===== config.mk =====
export PLATFORM = sky130hd
export DESIGN_NAME = id_issue_queue
export DESIGN_NICKNAME = d
export VERILOG_FILES = /design/src/rtl/id_issue_queue_pkg.sv /design/src/rtl/id_issue_slot_mask.sv /design/src/rtl/id_issue_queue.sv
export SDC_FILE = /design/constraint.sdc
export NUM_CORES = 1
export LEC_CHECK = 0
export CORE_ASPECT_RATIO = 0.7
export CORE_UTILIZATION = 25
export CTS_CLUSTER_SIZE = 28
export DETAILED_ROUTE_END_ITERATION = 16
export HOLD_SLACK_MARGIN = 0.15
export MAX_ROUTING_LAYER = met4
export PLACE_DENSITY = 0.54
export SYNTH_ARGS = -nofsm -noshare
export SYNTH_HDL_FRONTEND = slang
export SYNTH_SLANG_ARGS = --single-unit

===== constraint.sdc =====
create_clock -name clk_i -period 2.6 [get_ports clk_i]
set_clock_uncertainty 0.1 [all_clocks]
set_input_delay 0.39 -clock clk_i [delete_from_list [all_inputs] [get_ports clk_i]]
set_output_delay 0.39 -clock clk_i [all_outputs]
set_load 0.1 [all_outputs]

===== src/rtl/id_issue_queue_pkg.sv =====
`default_nettype none
// ============================================================================
//  Module      : id_issue_queue_pkg
//  Description : Shared constants and types for the ID/issue queue: default
//                queue geometry, the issue-entry payload struct and the
//                pass-through core configuration type.
//  Revision    : 1.0 - initial release
// ============================================================================
package id_issue_queue_pkg;

  // Default queue geometry used when the core instantiates the queue.
  localparam int unsigned IdQueueDepth = 4;
  localparam int unsigned IdNrIssue    = 2;

  // Core configuration carried through the queue untouched.
  typedef struct packed {
    logic [31:0] xlen;
  } cva6_cfg_t;

  localparam cva6_cfg_t cva6_cfg_empty = '{xlen: 32'd0};

  // Payload as stored in the queue by the core: the decoded scoreboard view
  // plus the original 32-bit instruction word.
  typedef struct packed {
    logic [31:0] pc;
    logic [7:0]  fu_op;
    logic [4:0]  rs1;
    logic [4:0]  rs2;
    logic [4:0]  rd;
    logic [31:0] orig_instr;
  } issue_entry_t;

  // Number of slots in a contiguous acknowledge prefix that also hit valid
  // slots; anything after the first gap is not consumed.
  function automatic int unsigned prefix_len(input logic [31:0] ack,
                                             input logic [31:0] valid,
                                             input int unsigned width);
    int unsigned n;
    logic        run;
    n   = 0;
    run = 1'b1;
    for (int unsigned k = 0; k < 32; k++) begin
      if (k < width) begin
        run = run & ack[k] & valid[k];
        if (run) n = n + 1;
      end
    end
    return n;
  endfunction

endpackage : id_issue_queue_pkg
`default_nettype wire


===== src/rtl/id_issue_slot_mask.sv =====
`default_nettype none
// ============================================================================
//  Module      : id_issue_slot_mask
//  Description : Slot-validity mask for the issue window. A slot is valid when
//                the queue holds an entry for it and no older slot in the
//                same group is a control-flow instruction, so a branch always
//                closes its issue group.
//  Revision    : 1.0 - initial release
// ============================================================================
module id_issue_slot_mask #(
  parameter int unsigned NrIssue = 2,
  parameter int unsigned CntW    = 3
) (
  input  logic [CntW-1:0]    count_i,
  input  logic [NrIssue-1:0] ctrl_flow_i,
  output logic [NrIssue-1:0] valid_o
);

  logic w_blocked;

  // Walk the slots oldest-first; the first control-flow slot blocks all later ones.
  always_comb begin
    w_blocked = 1'b0;
    valid_o   = '0;
    for (int k = 0; k < int'(NrIssue); k++) begin
      valid_o[k] = (int'(count_i) > k) && !w_blocked;
      w_blocked  = w_blocked | ctrl_flow_i[k];
    end
  end

endmodule : id_issue_slot_mask
`default_nettype wire


===== src/rtl/id_issue_queue.sv =====
`default_nettype none
// ============================================================================
//  Module      : id_issue_queue
//  Description : Circular queue of decoded entries between decoder and issue.
//                Presents up to NrIssue entries per cycle in program order,
//                limits each issue group to one control-flow instruction and
//                keeps fetch decoupled from issue stalls.
//  Revision    : 1.0 - initial release
// ============================================================================
module id_issue_queue
  import id_issue_queue_pkg::*;
#(
  parameter cva6_cfg_t   CVA6Cfg = cva6_cfg_empty,
  parameter int unsigned Depth   = IdQueueDepth,
  parameter int unsigned NrIssue = IdNrIssue,
  parameter type         entry_t = logic
) (
  input  logic                         clk_i,
  input  logic                         rst_ni,
  input  logic                         flush_i,
  input  entry_t                       fetch_entry_i,
  input  logic                         fetch_is_ctrl_flow_i,
  input  logic                         fetch_entry_valid_i,
  output logic                         fetch_entry_ready_o,
  output entry_t [NrIssue-1:0]         issue_entry_o,
  output logic   [NrIssue-1:0]         is_ctrl_flow_o,
  output logic   [NrIssue-1:0]         issue_entry_valid_o,
  input  logic   [NrIssue-1:0]         issue_instr_ack_i,
  output logic   [$clog2(Depth+1)-1:0] count_o
);

  localparam int unsigned PW = $clog2(Depth);
  localparam int unsigned CW = $clog2(Depth+1);

  entry_t           r_mem [Depth];
  logic [Depth-1:0] r_ctrl;
  logic [PW-1:0]    r_rd_ptr;
  logic [PW-1:0]    r_wr_ptr;
  logic [CW-1:0]    r_count;

  logic             w_push;
  logic [CW-1:0]    w_pops;

  // Slot k is a pure register read at head + k; the pointer wraps naturally
  // because Depth is a power of two.
  for (genvar k = 0; k < int'(NrIssue); k++) begin : g_slot
    assign issue_entry_o[k]  = r_mem[r_rd_ptr + PW'(k)];
    assign is_ctrl_flow_o[k] = r_ctrl[r_rd_ptr + PW'(k)];
  end

  id_issue_slot_mask #(
    .NrIssue (NrIssue),
    .CntW    (CW)
  ) i_slot_mask (
    .count_i     (r_count),
    .ctrl_flow_i (is_ctrl_flow_o),
    .valid_o     (issue_entry_valid_o)
  );

  // Accepting while full is safe when the head is being consumed this cycle:
  // the new entry lands in the slot the head vacates.
  assign fetch_entry_ready_o = (r_count < CW'(Depth)) || issue_instr_ack_i[0];
  assign w_push              = fetch_entry_ready_o && fetch_entry_valid_i;
  assign count_o             = r_count;

  // Pops are the length of the acknowledged prefix over valid slots only, so
  // a stray ack can never underflow the occupancy.
  always_comb begin
    w_pops = CW'(prefix_len(32'(issue_instr_ack_i), 32'(issue_entry_valid_o), NrIssue));
  end

  // Storage, pointers and occupancy; flush and reset both empty the queue,
  // reset additionally clears storage so every output reads zero.
  always_ff @(posedge clk_i) begin
    if (!rst_ni) begin
      for (int i = 0; i < int'(Depth); i++) begin
        r_mem[i] <= '0;
      end
      r_ctrl   <= '0;
      r_rd_ptr <= '0;
      r_wr_ptr <= '0;
      r_count  <= '0;
    end else if (flush_i) begin
      r_rd_ptr <= '0;
      r_wr_ptr <= '0;
      r_count  <= '0;
    end else begin
      if (w_push) begin
        r_mem[r_wr_ptr]  <= fetch_entry_i;
        r_ctrl[r_wr_ptr] <= fetch_is_ctrl_flow_i;
        r_wr_ptr         <= r_wr_ptr + PW'(1);
      end
      r_rd_ptr <= r_rd_ptr + PW'(w_pops);
      r_count  <= r_count + CW'(w_push) - w_pops;
    end
  end

`ifndef SYNTHESIS
  // Acks must form a prefix over valid slots.
  always_ff @(posedge clk_i) begin
    if (rst_ni && !flush_i) begin
      for (int k = 0; k < int'(NrIssue); k++) begin
        if (issue_instr_ack_i[k]) begin
          assert (issue_entry_valid_o[k]);
          if (k > 0) assert (issue_instr_ack_i[k-1]);
        end
      end
    end
  end
`endif

endmodule : id_issue_queue
`default_nettype wire

==> parameters.txt, run 1 <==
Parameter                              Value

Worst setup path
  Critical Path End Type ... output port
  Critical-path maximum fanout ... 2
  CP cell instances ... mux4_2, nor2_4, buf_4, buf_4, buf_4, buf_4, buf_4, buf_4, buf_4, buf_4, buf_6, buf_12
  Worst path max stage delay ... 0.38 ns
  Crit start category ... register
  Gate family responsible for the most delay along the worst path ... buffers and inverters
  Critical Setup Path Class ... reg -> out
  Worst path buffer plus inverter count ... 10
  Required time of the worst setup path ... 2.11 ns
  Data arrival at the endpoint of the critical path ... 2.26 ns
  Dominant cell type by count on the critical path ... sky130_fd_sc_hd__buf_4
  Cell with the largest stage delay on the worst path ... sky130_fd_sc_hd__mux4_2

Detailed routing
  Routed wire length ... 2370 um
  DR vias/cell ... 4.43
  DR iter-0 viols ... 24
  Drt wl/cell ... 12.7 um
  Total vias in the final route ... 824
  Number of detailed-routing iterations run before antenna repair ... 4
  Number of nets still failing antenna checks after routing ... 0
  Drt drc ... 0

Timing
  Unrepaired setup endpoints after global routing ... true
  Hold Violations, Final ... 0
  Worst slew margin ... 72.2%
  Post-route worst setup slack ... -0.152 ns
  Final setup vio count ... 2
  Max-slew violation total from the final report ... 0
  Post-Route Setup TNS ... -0.284 ns
  Post-route fraction of the period consumed by the critical path ... 106%
  Slew at the pin with the worst max-slew slack ... 0.412 ns
  Final worst path period need ... 2.75 ns
  Maximum clock rate ... 363 MHz

Logic synthesis
  Number of warnings issued by yosys ... 0
  Mean post-synth cell area ... 9.59 sq um
  Proportion of synthesized chip area in sequential cells ... 34.1%
  Synth Cell Area ... 911 sq um
  Gate count of the mapped netlist ... 95
  Register bit count reported by yosys ... 15
  Post-synthesis cell type count ... 25
  Net Count, Synth ... 113

Placement
  Port Buffer Count ... 17
  Detailed-placement wirelength estimate ... 1780 um
  Final weighted congestion in routability-driven placement ... 0.839

Layout
  Commonest cells after routing, fill and taps aside ... sky130_fd_sc_hd__buf_4, sky130_fd_sc_hd__dfxtp_1, sky130_fd_sc_hd__nand2_1
  Area occupied by registers ... 314 sq um
  Antenna cells ... 0
  Most frequent standard cell in the layout excluding fill and tap cells ... sky130_fd_sc_hd__buf_4
  Area of the multi-input gates ... 606 sq um
  Net count, final ... 158
  Layout filler cell count ... 320
  Syn-to-layout area delta ... 56.6%
  Fraction of the core area covered by cells at the end of the flow ... 43.0%
  Share of layout cells above drive strength 1 ... 36.0%

Clock network
  Max Root-Sink Buffers ... 2
  CTS tree ... built
  H-tree level count ... 1
  Count of clock tree sinks ... 15
  Post-CTS clock slew at the launch and capture registers of the worst setup and hold paths ... 0.07 ns
  CTS Root Buffer Type ... sky130_fd_sc_hd__clkbuf_8
  Number of buffers added by the clock tree synthesis step ... 3
  Clock insertion delay at the later pin of the skew report ... 0.26 ns
  Post-cts hold buffer count ... 0

Global route
  First-pass GRT wire length ... 3860 um
  GRT Max-Usage Layer ... met2
  Antenna violations before repair ... 0
  Residual overflow from global routing ... 0
  GR met1 Demand/Resource ... 19.3%
  GRT Total Usage ... 14.3%
  Global Route met2 Usage ... 21.1%
  Number of global-route vias before repair ... 812
  Maximum number of pins on one net before global-route repair ... 12
  Global routing usage on met3 ... 3.46%

Die
  Area of the placeable core ... 3320 sq um
  Row Count ... 17
  Starting density of the core ... 27.5%
  Die ar. ... 3890 sq um
  I/O pin total ... 18
  Die Width ... 74.1 um
  Height of the chip ... 52.5 um

Status
  Outcome ... finished with violations
  Violations in the final reports ... negative setup slack

Power and ir drop
  Maximum vdd ir drop ... 242 uV
  Power density over the cells ... 502 nW/um^2
  Lkg Pwr ... 0.679 nW

Flow run
  Max-Cap Viols ... 0

Hold path
  Class of the tightest hold or removal check ... reg -> reg
-- metrics by stage --
step	area, sq um	setup WS, ns	hold WS, ns	cells	power (mW)
global route	1430	-0.238	0.408	186	0.749
global placement	1270	-0.167	0.368	174	0.478
CTS	1430	-0.125	0.385	186	0.717
floorplan	923	-0.997	0.343	95	0.403
finish	1430	-0.152	0.382	186	0.716
detailed placement	1270	-0.205	0.380	174	0.479
-- cell families after synthesis --
kind of cell	share of synthesized area, %
flops	34.1
mux	18.8
fa+ha+maj	14.6
compound gates	3.16
simple gates	22.4
xor+xnor	1.92
buf+inv	5.08
-- layout make-up --
type                    instances  share of cell area, %
flip-flops and latches         15                   22.0
well taps                      47                   4.12
inverters                       9                   2.37
repair buffers                 43                   25.9
clock buffers                   4                   3.16
multi-input cells              68                   42.5
-- worst register-to-register path: stages, from the launching register on --
cell and delay (ns):
sky130_fd_sc_hd__dfxtp_4 0.36, sky130_fd_sc_hd__mux4_2 0.54, sky130_fd_sc_hd__nor2_4 0.11, sky130_fd_sc_hd__and3_4 0.18, sky130_fd_sc_hd__ha_4 0.21, sky130_fd_sc_hd__ha_4 0.22, sky130_fd_sc_hd__inv_2 0.06, sky130_fd_sc_hd__ha_4 0.12
sky130_fd_sc_hd__inv_2 0.03, sky130_fd_sc_hd__fa_2 0.32, sky130_fd_sc_hd__xor2_1 0.15, sky130_fd_sc_hd__and2_1 0.15, sky130_fd_sc_hd__nor3_1 0.11
-- worst paths after layout --
kind              cells past startpoint  slack (ns)        start                     end
setup / recovery                     12       -0.15  r_rd_ptr[0]  issue_entry_valid_o[1]
hold / removal                        2        0.38     r_mem[2]                r_mem[2]
setup reg to reg                     12       -0.13  r_rd_ptr[0]              count_o[2]
hold reg to reg                       2        0.38     r_mem[2]                r_mem[2]
-- sequential cells by signal (all words and copies together), names as in the netlist --
signal	count
r_mem	4
r_rd_ptr	2
count_o	3
r_wr_ptr	2
r_ctrl	4
-- routing by layer --
metal | share of wire (%) | routed length (um)
met4 | 0.72 | 17
met1 | 54 | 1270
met2 | 43 | 1010
met3 | 2.8 | 66
met5 | 0 | 0
-- report_power, final --
group	internal, mW	switching [mW]	total, mW
clock	0.109	0.0897	0.199
combinational	0.109	0.161	0.270
sequential	0.241	0.00612	0.247
-- Yosys cell counts, drive strengths merged --
library cell	instances	share of area [%]
clkbuf	2	0.82
edfxtp	1	3.3
nand3	6	3.3
nand4	3	2.1
or3	1	0.69
nor2	6	2.7
nand2	9	3.7
o21ai	2	1.1
nand2b	1	0.69
ha	9	12
nor3	3	1.6
buf	1	0.55
mux4	4	11
fa	1	2.2
o41ai	1	0.96
and3	1	0.69
a21oi	2	1.1
and2	5	3.4
xor2	2	1.9
inv	9	3.7
mux2i	7	7.7
nor2b	5	3.4
dfxtp	14	31
-- repair_timing --
| action | 4_1_cts | 5_1_grt |
|---|---|---|
| setup buffers | 8 | 0 |
| gates resized for setup | 8 | 0 |
| endpoints found under the setup margin | 2 | 3 |
| pin swaps | 0 | 0 |
Note: power is estimated with default switching activity, not from simulation.
==> run 2: changes to the inputs <==
- CTS_CLUSTER_DIAMETER: default -> 40
- SKIP_LAST_GASP: default -> 1
- SYNTH_HIERARCHICAL: default -> 1
==> parameters.txt, run 2 <==
Parameter                              Value

Worst setup path
  Cell with the largest stage delay on the worst path ... sky130_fd_sc_hd__mux4_2 (unchanged)
  CP cell instances ... mux4_2, o21ba_4, and3_4, ha_4, ha_4, inv_2, ha_4, inv_2, fa_2, xor2_2, xnor2_1, nor2_1 (was mux4_2, nor2_4, buf_4, buf_4, buf_4, buf_4, buf_4, buf_4, buf_4, buf_4, buf_6, buf_12)
  Critical-path maximum fanout ... 2 (unchanged)
  Critical Setup Path Class ... reg -> reg (was reg -> out)
  Worst path max stage delay ... 0.51 ns (was 0.38 ns)
  Required time of the worst setup path ... 2.63 ns (was 2.11 ns)
  Critical Path End Type ... register (was output port)
  Data arrival at the endpoint of the critical path ... 2.79 ns (was 2.26 ns)
  Dominant cell type by count on the critical path ... sky130_fd_sc_hd__ha_4 (was sky130_fd_sc_hd__buf_4)
  Crit start category ... register (unchanged)

Layout
  Antenna cells ... 0 (unchanged)
  Commonest cells after routing, fill and taps aside ... sky130_fd_sc_hd__buf_4, sky130_fd_sc_hd__dfxtp_1, sky130_fd_sc_hd__nand2_1 (unchanged)
  Fraction of the core area covered by cells at the end of the flow ... 39.5% (was 43.0%)
  Net count, final ... 148 (was 158)
  Area occupied by registers ... 314 sq um (unchanged)
  Layout filler cell count ... 369 (was 320)
  Area of the multi-input gates ... 627 sq um (was 606 sq um)
  Most frequent standard cell in the layout excluding fill and tap cells ... sky130_fd_sc_hd__buf_4 (unchanged)
  Share of layout cells above drive strength 1 ... 38.0% (was 36.0%)
  Syn-to-layout area delta ... 49.8% (was 56.6%)

Timing
  Final worst path period need ... 2.76 ns (was 2.75 ns)
  Post-route worst setup slack ... -0.156 ns (was -0.152 ns)
  Slew at the pin with the worst max-slew slack ... 0.425 ns (was 0.412 ns)
  Post-route fraction of the period consumed by the critical path ... 106% (about the same)
  Final setup vio count ... 2 (unchanged)
  Max-slew violation total from the final report ... 0 (unchanged)
  Hold Violations, Final ... 0 (unchanged)
  Unrepaired setup endpoints after global routing ... true (unchanged)
  Worst slew margin ... 71.6% (was 72.2%)
  Maximum clock rate ... 363 MHz (about the same)

Die
  Row Count ... 18 (was 17)
  Area of the placeable core ... 3540 sq um (was 3320 sq um)
  I/O pin total ... 18 (unchanged)
  Starting density of the core ... 26.4% (was 27.5%)
  Die ar. ... 3980 sq um (was 3890 sq um)
  Height of the chip ... 53.1 um (was 52.5 um)
  Die Width ... 75.0 um (was 74.1 um)

Clock network
  H-tree level count ... 1 (unchanged)
  Count of clock tree sinks ... 15 (unchanged)
  Max Root-Sink Buffers ... 2 (unchanged)
  CTS tree ... built (unchanged)
  Number of buffers added by the clock tree synthesis step ... 3 (unchanged)
  Clock insertion delay at the later pin of the skew report ... 0.25 ns (was 0.26 ns)
  Post-CTS clock slew at the launch and capture registers of the worst setup and hold paths ... 0.06 ns (was 0.07 ns)
  CTS Root Buffer Type ... sky130_fd_sc_hd__clkbuf_8 (unchanged)

Logic synthesis
  EDFF count, synth ... 1 (unchanged)
  Top cell types by occurrence after synthesis ... sky130_fd_sc_hd__dfxtp_1, sky130_fd_sc_hd__ha_1, sky130_fd_sc_hd__nand2_1, sky130_fd_sc_hd__inv_1, sky130_fd_sc_hd__mux2i_1 (was sky130_fd_sc_hd__dfxtp_1, sky130_fd_sc_hd__ha_1, sky130_fd_sc_hd__inv_1, sky130_fd_sc_hd__nand2_1, sky130_fd_sc_hd__mux2i_1)
  Mean post-synth cell area ... 10.1 sq um (was 9.59 sq um)
  Most instantiated library cell after synthesis ... sky130_fd_sc_hd__dfxtp_1 (unchanged)
  Proportion of synthesized chip area in sequential cells ... 33.3% (was 34.1%)
  Leading area contributor after synthesis ... sky130_fd_sc_hd__dfxtp_1 (unchanged)
  Gate count of the mapped netlist ... 92 (was 95)
  Net Count, Synth ... 110 (was 113)
  Post-synthesis cell type count ... 30 (was 25)
  Dominant cells by area after synthesis ... sky130_fd_sc_hd__dfxtp_1, sky130_fd_sc_hd__ha_1, sky130_fd_sc_hd__mux4_1 (unchanged)
  Share of async-settable or async-resettable flops after synthesis ... 0% (unchanged)
  Post-synth top area share ... 30.1% (was 30.8%)
  Number of warnings issued by yosys ... 6 (was 0)
  Synth Flop Type ... sky130_fd_sc_hd__dfxtp_1 (unchanged)
  Register bit count reported by yosys ... 15 (unchanged)
  Synth Cell Area ... 932 sq um (was 911 sq um)

Placement
  Detailed-placement wirelength estimate ... 1840 um (was 1780 um)
  Final weighted congestion in routability-driven placement ... 0.783 (was 0.839)
  Post-placement setup slack ... -0.208 ns (was -0.205 ns)
  Port Buffer Count ... 17 (unchanged)

Detailed routing
  Routed wire length ... 2180 um (was 2370 um)
  Total vias in the final route ... 779 (was 824)
  Number of nets still failing antenna checks after routing ... 0 (unchanged)
  Number of detailed-routing iterations run before antenna repair ... 4 (unchanged)
  Drt drc ... 0 (unchanged)
  DR iter-0 viols ... 17 (was 24)
  Drt wl/cell ... 12.2 um (was 12.7 um)
  DR vias/cell ... 4.35 (was 4.43)

Global route
  GRT Total Usage ... 13.0% (was 14.3%)
  Number of global-route vias before repair ... 737 (was 812)
  First-pass GRT wire length ... 3580 um (was 3860 um)
  Maximum number of pins on one net before global-route repair ... 12 (unchanged)
  Residual overflow from global routing ... 0 (unchanged)
  Antenna violations before repair ... 0 (unchanged)

Status
  Violations in the final reports ... negative setup slack (unchanged)
  Outcome ... finished with violations (unchanged)

Power and ir drop
  Maximum vdd ir drop ... 234 uV (was 242 uV)
  Lkg Pwr ... 0.639 nW (was 0.679 nW)
  Power density over the cells ... 467 nW/um^2 (was 502 nW/um^2)

Flow run
  Max-Cap Viols ... 0 (unchanged)

Hold path
  Class of the tightest hold or removal check ... reg -> reg (unchanged)
[run 2: metrics by stage]
stage          std cells  TNS (ns)  hold WS (ns)  power [mW]  instance area (sq um)
2_1_floorplan         92     -2.43         0.343       0.392                    992
3_3_place_gp         172    -0.234         0.365       0.453                   1320
3_5_place_dp         172    -0.279         0.377       0.456                   1320
4_1_cts              177    -0.273         0.386       0.652                   1370
5_1_grt              179    -0.403         0.410       0.688                   1400
6_report             179    -0.200         0.384       0.652                   1400
[run 2: power by group]
| group | internal [mW] | switching, mW |
|---|---|---|
| combinational | 0.0832 | 0.130 |
| clock | 0.106 | 0.0871 |
| sequential | 0.240 | 0.00569 |
[run 2: cell type report]
class,count,area share (%)
Sequential cell,15,22.5
Inverter,9,2.42
Tap cell,50,4.48
Timing Repair Buffer,36,22.4
Clock buffer,3,2.96
Multi-Input combinational cell,65,44.9
Clock inverter,1,0.358
[run 2: cells by family after synthesis]
family	share of synthesized area [%]
simple gates	19.6
flops	33.3
buf+inv	6.58
mux	18.4
fa+ha+maj	14.2
compound gates	4.16
xor+xnor	3.76
[run 2: worst paths after layout]
path	end	slack (ns)	from	cells after the start
min	r_mem[1]	0.38	r_mem[1]	2
min reg2reg	r_mem[1]	0.38	r_mem[1]	2
max reg2reg	count_o[2]	-0.16	r_rd_ptr[0]	12
max	count_o[2]	-0.16	r_rd_ptr[0]	12
[run 2: worst max-delay path: cells and delay by family, from the launching register on]
family | cells | cell delay [ns]
buffers and inverters | 2 | 0.09
multiplexers | 1 | 0.51
adder cells (fa/ha/maj) | 4 | 0.86
AO/OA/AOI/OAI | 1 | 0.24
AND/OR/NAND/NOR | 2 | 0.22
flip-flops | 1 | 0.35
XOR/XNOR | 2 | 0.28
[run 2: layer usage]
metal  global-route usage [%]  part of all wire (%)  vias to the layer above
met5                        -                     0                        -
met4                     1.89                     0                        0
met3                     3.43                   5.8                        0
met2                     17.1                    40                       21
met1                     19.6                    54                      364
li1                         -                     -                      394
[run 2: what timing repair did]
action,in CTS,in global routing
hold buffers,0,0
resized for setup,0,2
pin swaps,6,2
endpoints found under the setup margin,2,2
buffers inserted,1,2
==> run 3: changes to the inputs <==
- SKIP_CTS_REPAIR_TIMING: default -> 1
==> parameters.txt, run 3 (synthesis gave the netlist of run 2 again) <==
Parameter                              Value

Placement
  Final weighted congestion in routability-driven placement ... 0.783 (unchanged)
  Detailed-placement wirelength estimate ... 1840 um (unchanged)
  Port Buffer Count ... 17 (unchanged)
  Placed cell count ... 172 (unchanged)
  Total cell area at the placement stage ... 1320 sq um (unchanged)
  Post-placement setup slack ... -0.208 ns (unchanged)

Timing
  Post-route worst setup slack ... -0.167 ns (was -0.156 ns)
  Post-Route Setup TNS ... -0.222 ns (was -0.200 ns)
  Final setup vio count ... 2 (unchanged)
  Hold Violations, Final ... 0 (unchanged)
  Max-slew violation total from the final report ... 0 (unchanged)
  Post-route fraction of the period consumed by the critical path ... 106% (about the same)
  Final worst path period need ... 2.77 ns (was 2.76 ns)
  Slew at the pin with the worst max-slew slack ... 0.433 ns (was 0.425 ns)
  Worst Hold Margin ... 0.384 ns (about the same)
  Worst slew margin ... 71.0% (was 71.6%)
  Unrepaired setup endpoints after global routing ... true (unchanged)
  Maximum clock rate ... 361 MHz (was 363 MHz)

Die
  Die ar. ... 3980 sq um (unchanged)
  Row Count ... 18 (unchanged)
  Area of the placeable core ... 3540 sq um (unchanged)
  Starting density of the core ... 26.4% (unchanged)
  I/O pin total ... 18 (unchanged)
  Height of the chip ... 53.1 um (unchanged)
  Die Width ... 75.0 um (unchanged)

Detailed routing
  Total vias in the final route ... 766 (was 779)
  Number of detailed-routing iterations run before antenna repair ... 4 (unchanged)
  Routed wire length ... 2170 um (was 2180 um)
  DR vias/cell ... 4.30 (was 4.35)
  Drt drc ... 0 (unchanged)
  DR iter-0 viols ... 14 (was 17)
  Number of nets still failing antenna checks after routing ... 0 (unchanged)
  Drt wl/cell ... 12.2 um (about the same)

Layout
  Layout filler cell count ... 370 (was 369)
  Fraction of the core area covered by cells at the end of the flow ... 39.3% (was 39.5%)
  Share of layout cells above drive strength 1 ... 37.5% (was 38.0%)
  Syn-to-layout area delta ... 49.0% (was 49.8%)
  Commonest cells after routing, fill and taps aside ... sky130_fd_sc_hd__buf_4, sky130_fd_sc_hd__dfxtp_1, sky130_fd_sc_hd__nand2_1 (unchanged)
  Final non-filler cell area ... 1390 sq um (was 1400 sq um)
  Net count, final ... 147 (was 148)
  Most frequent standard cell in the layout excluding fill and tap cells ... sky130_fd_sc_hd__buf_4 (unchanged)
  Antenna cells ... 0 (unchanged)
  Final cell count without fillers ... 178 (was 179)

Worst setup path
  Critical Setup Path Class ... reg -> reg (unchanged)
  Critical Path End Type ... register (unchanged)
  Critical-path maximum fanout ... 2 (unchanged)
  Data arrival at the endpoint of the critical path ... 2.80 ns (was 2.79 ns)
  Crit start category ... register (unchanged)
  Required time of the worst setup path ... 2.63 ns (about the same)

Global route
  GRT Total Usage ... 13.0% (unchanged)
  First-pass GRT wire length ... 3570 um (was 3580 um)
  Maximum number of pins on one net before global-route repair ... 12 (unchanged)
  Residual overflow from global routing ... 0 (unchanged)
  Antenna violations before repair ... 0 (unchanged)
  Number of global-route vias before repair ... 734 (was 737)

Power and ir drop
  Lkg Pwr ... 0.634 nW (was 0.639 nW)
  Power density over the cells ... 468 nW/um^2 (was 467 nW/um^2)
  PnR Total Power ... 0.650 mW (was 0.652 mW)
  Maximum vdd ir drop ... 234 uV (about the same)

Flow run
  Max-Cap Viols ... 0 (unchanged)

Clock network
  Post-CTS clock slew at the launch and capture registers of the worst setup and hold paths ... 0.06 ns (about the same)
  CTS tree ... built (unchanged)
  Clock insertion delay at the later pin of the skew report ... 0.25 ns (about the same)
  Max Root-Sink Buffers ... 2 (unchanged)
  H-tree level count ... 1 (unchanged)
  Number of buffers added by the clock tree synthesis step ... 3 (unchanged)
  CTS Root Buffer Type ... sky130_fd_sc_hd__clkbuf_8 (unchanged)
  Count of clock tree sinks ... 15 (unchanged)

Status
  Violations in the final reports ... negative setup slack (unchanged)
  Outcome ... finished with violations (unchanged)

Hold path
  Class of the tightest hold or removal check ... reg -> reg (unchanged)
[run 3: changes by cell type in the layout (fill, tap and decap cells not counted), sizes merged]
cell / previous run / this run
buf: 29 / 28
[run 3: cell type report]
| cell class | count | area (sq um) | area share (%) |
|---|---|---|---|
| clock buffer | 3 | 41.3 | 2.97 |
| clock inverter | 1 | 5.00 | 0.360 |
| inverter | 9 | 33.8 | 2.43 |
| multi-input combinational | 65 | 627 | 45.1 |
| sequential | 15 | 314 | 22.6 |
| tap | 50 | 62.6 | 4.50 |
| timing repair buffer | 35 | 305 | 22.0 |
[run 3: worst paths after layout]
kind	slack, ns	to	depth (start not counted)	startpoint
setup / recovery	-0.17	count_o[2]	12	r_rd_ptr[0]
hold / removal	0.38	r_mem[1]	2	r_mem[1]
setup reg to reg	-0.17	count_o[2]	12	r_rd_ptr[0]
hold reg to reg	0.38	r_mem[1]	2	r_mem[1]
[run 3: power breakdown]
group	internal (mW)	switching [mW]	leakage, nW
Combinational	0.0814	0.129	0.484
Clock	0.106	0.0873	0.0255
Sequential	0.240	0.00569	0.125
Total	0.427	0.222	0.634
[run 3: layer usage]
| layer | up-vias | wire length [um] | global-route usage, % |
|---|---|---|---|
| met2 | 15 | 860 | 17.1 |
| met3 | 0 | 93 | 3.43 |
| li1 | 392 | - | - |
| met5 | - | 0 | - |
| met4 | 0 | 0 | 1.89 |
| met1 | 359 | 1210 | 19.6 |
[run 3: critical path: stages, from the launching register on]
cell	delay, ns
sky130_fd_sc_hd__dfxtp_4	0.35
sky130_fd_sc_hd__mux4_2	0.51
sky130_fd_sc_hd__o21ba_4	0.24
sky130_fd_sc_hd__and3_4	0.18
sky130_fd_sc_hd__ha_4	0.21
sky130_fd_sc_hd__ha_4	0.21
sky130_fd_sc_hd__inv_2	0.06
sky130_fd_sc_hd__ha_4	0.11
sky130_fd_sc_hd__inv_2	0.03
sky130_fd_sc_hd__fa_2	0.34
sky130_fd_sc_hd__xor2_2	0.15
sky130_fd_sc_hd__xnor2_1	0.13
sky130_fd_sc_hd__nor2_1	0.05
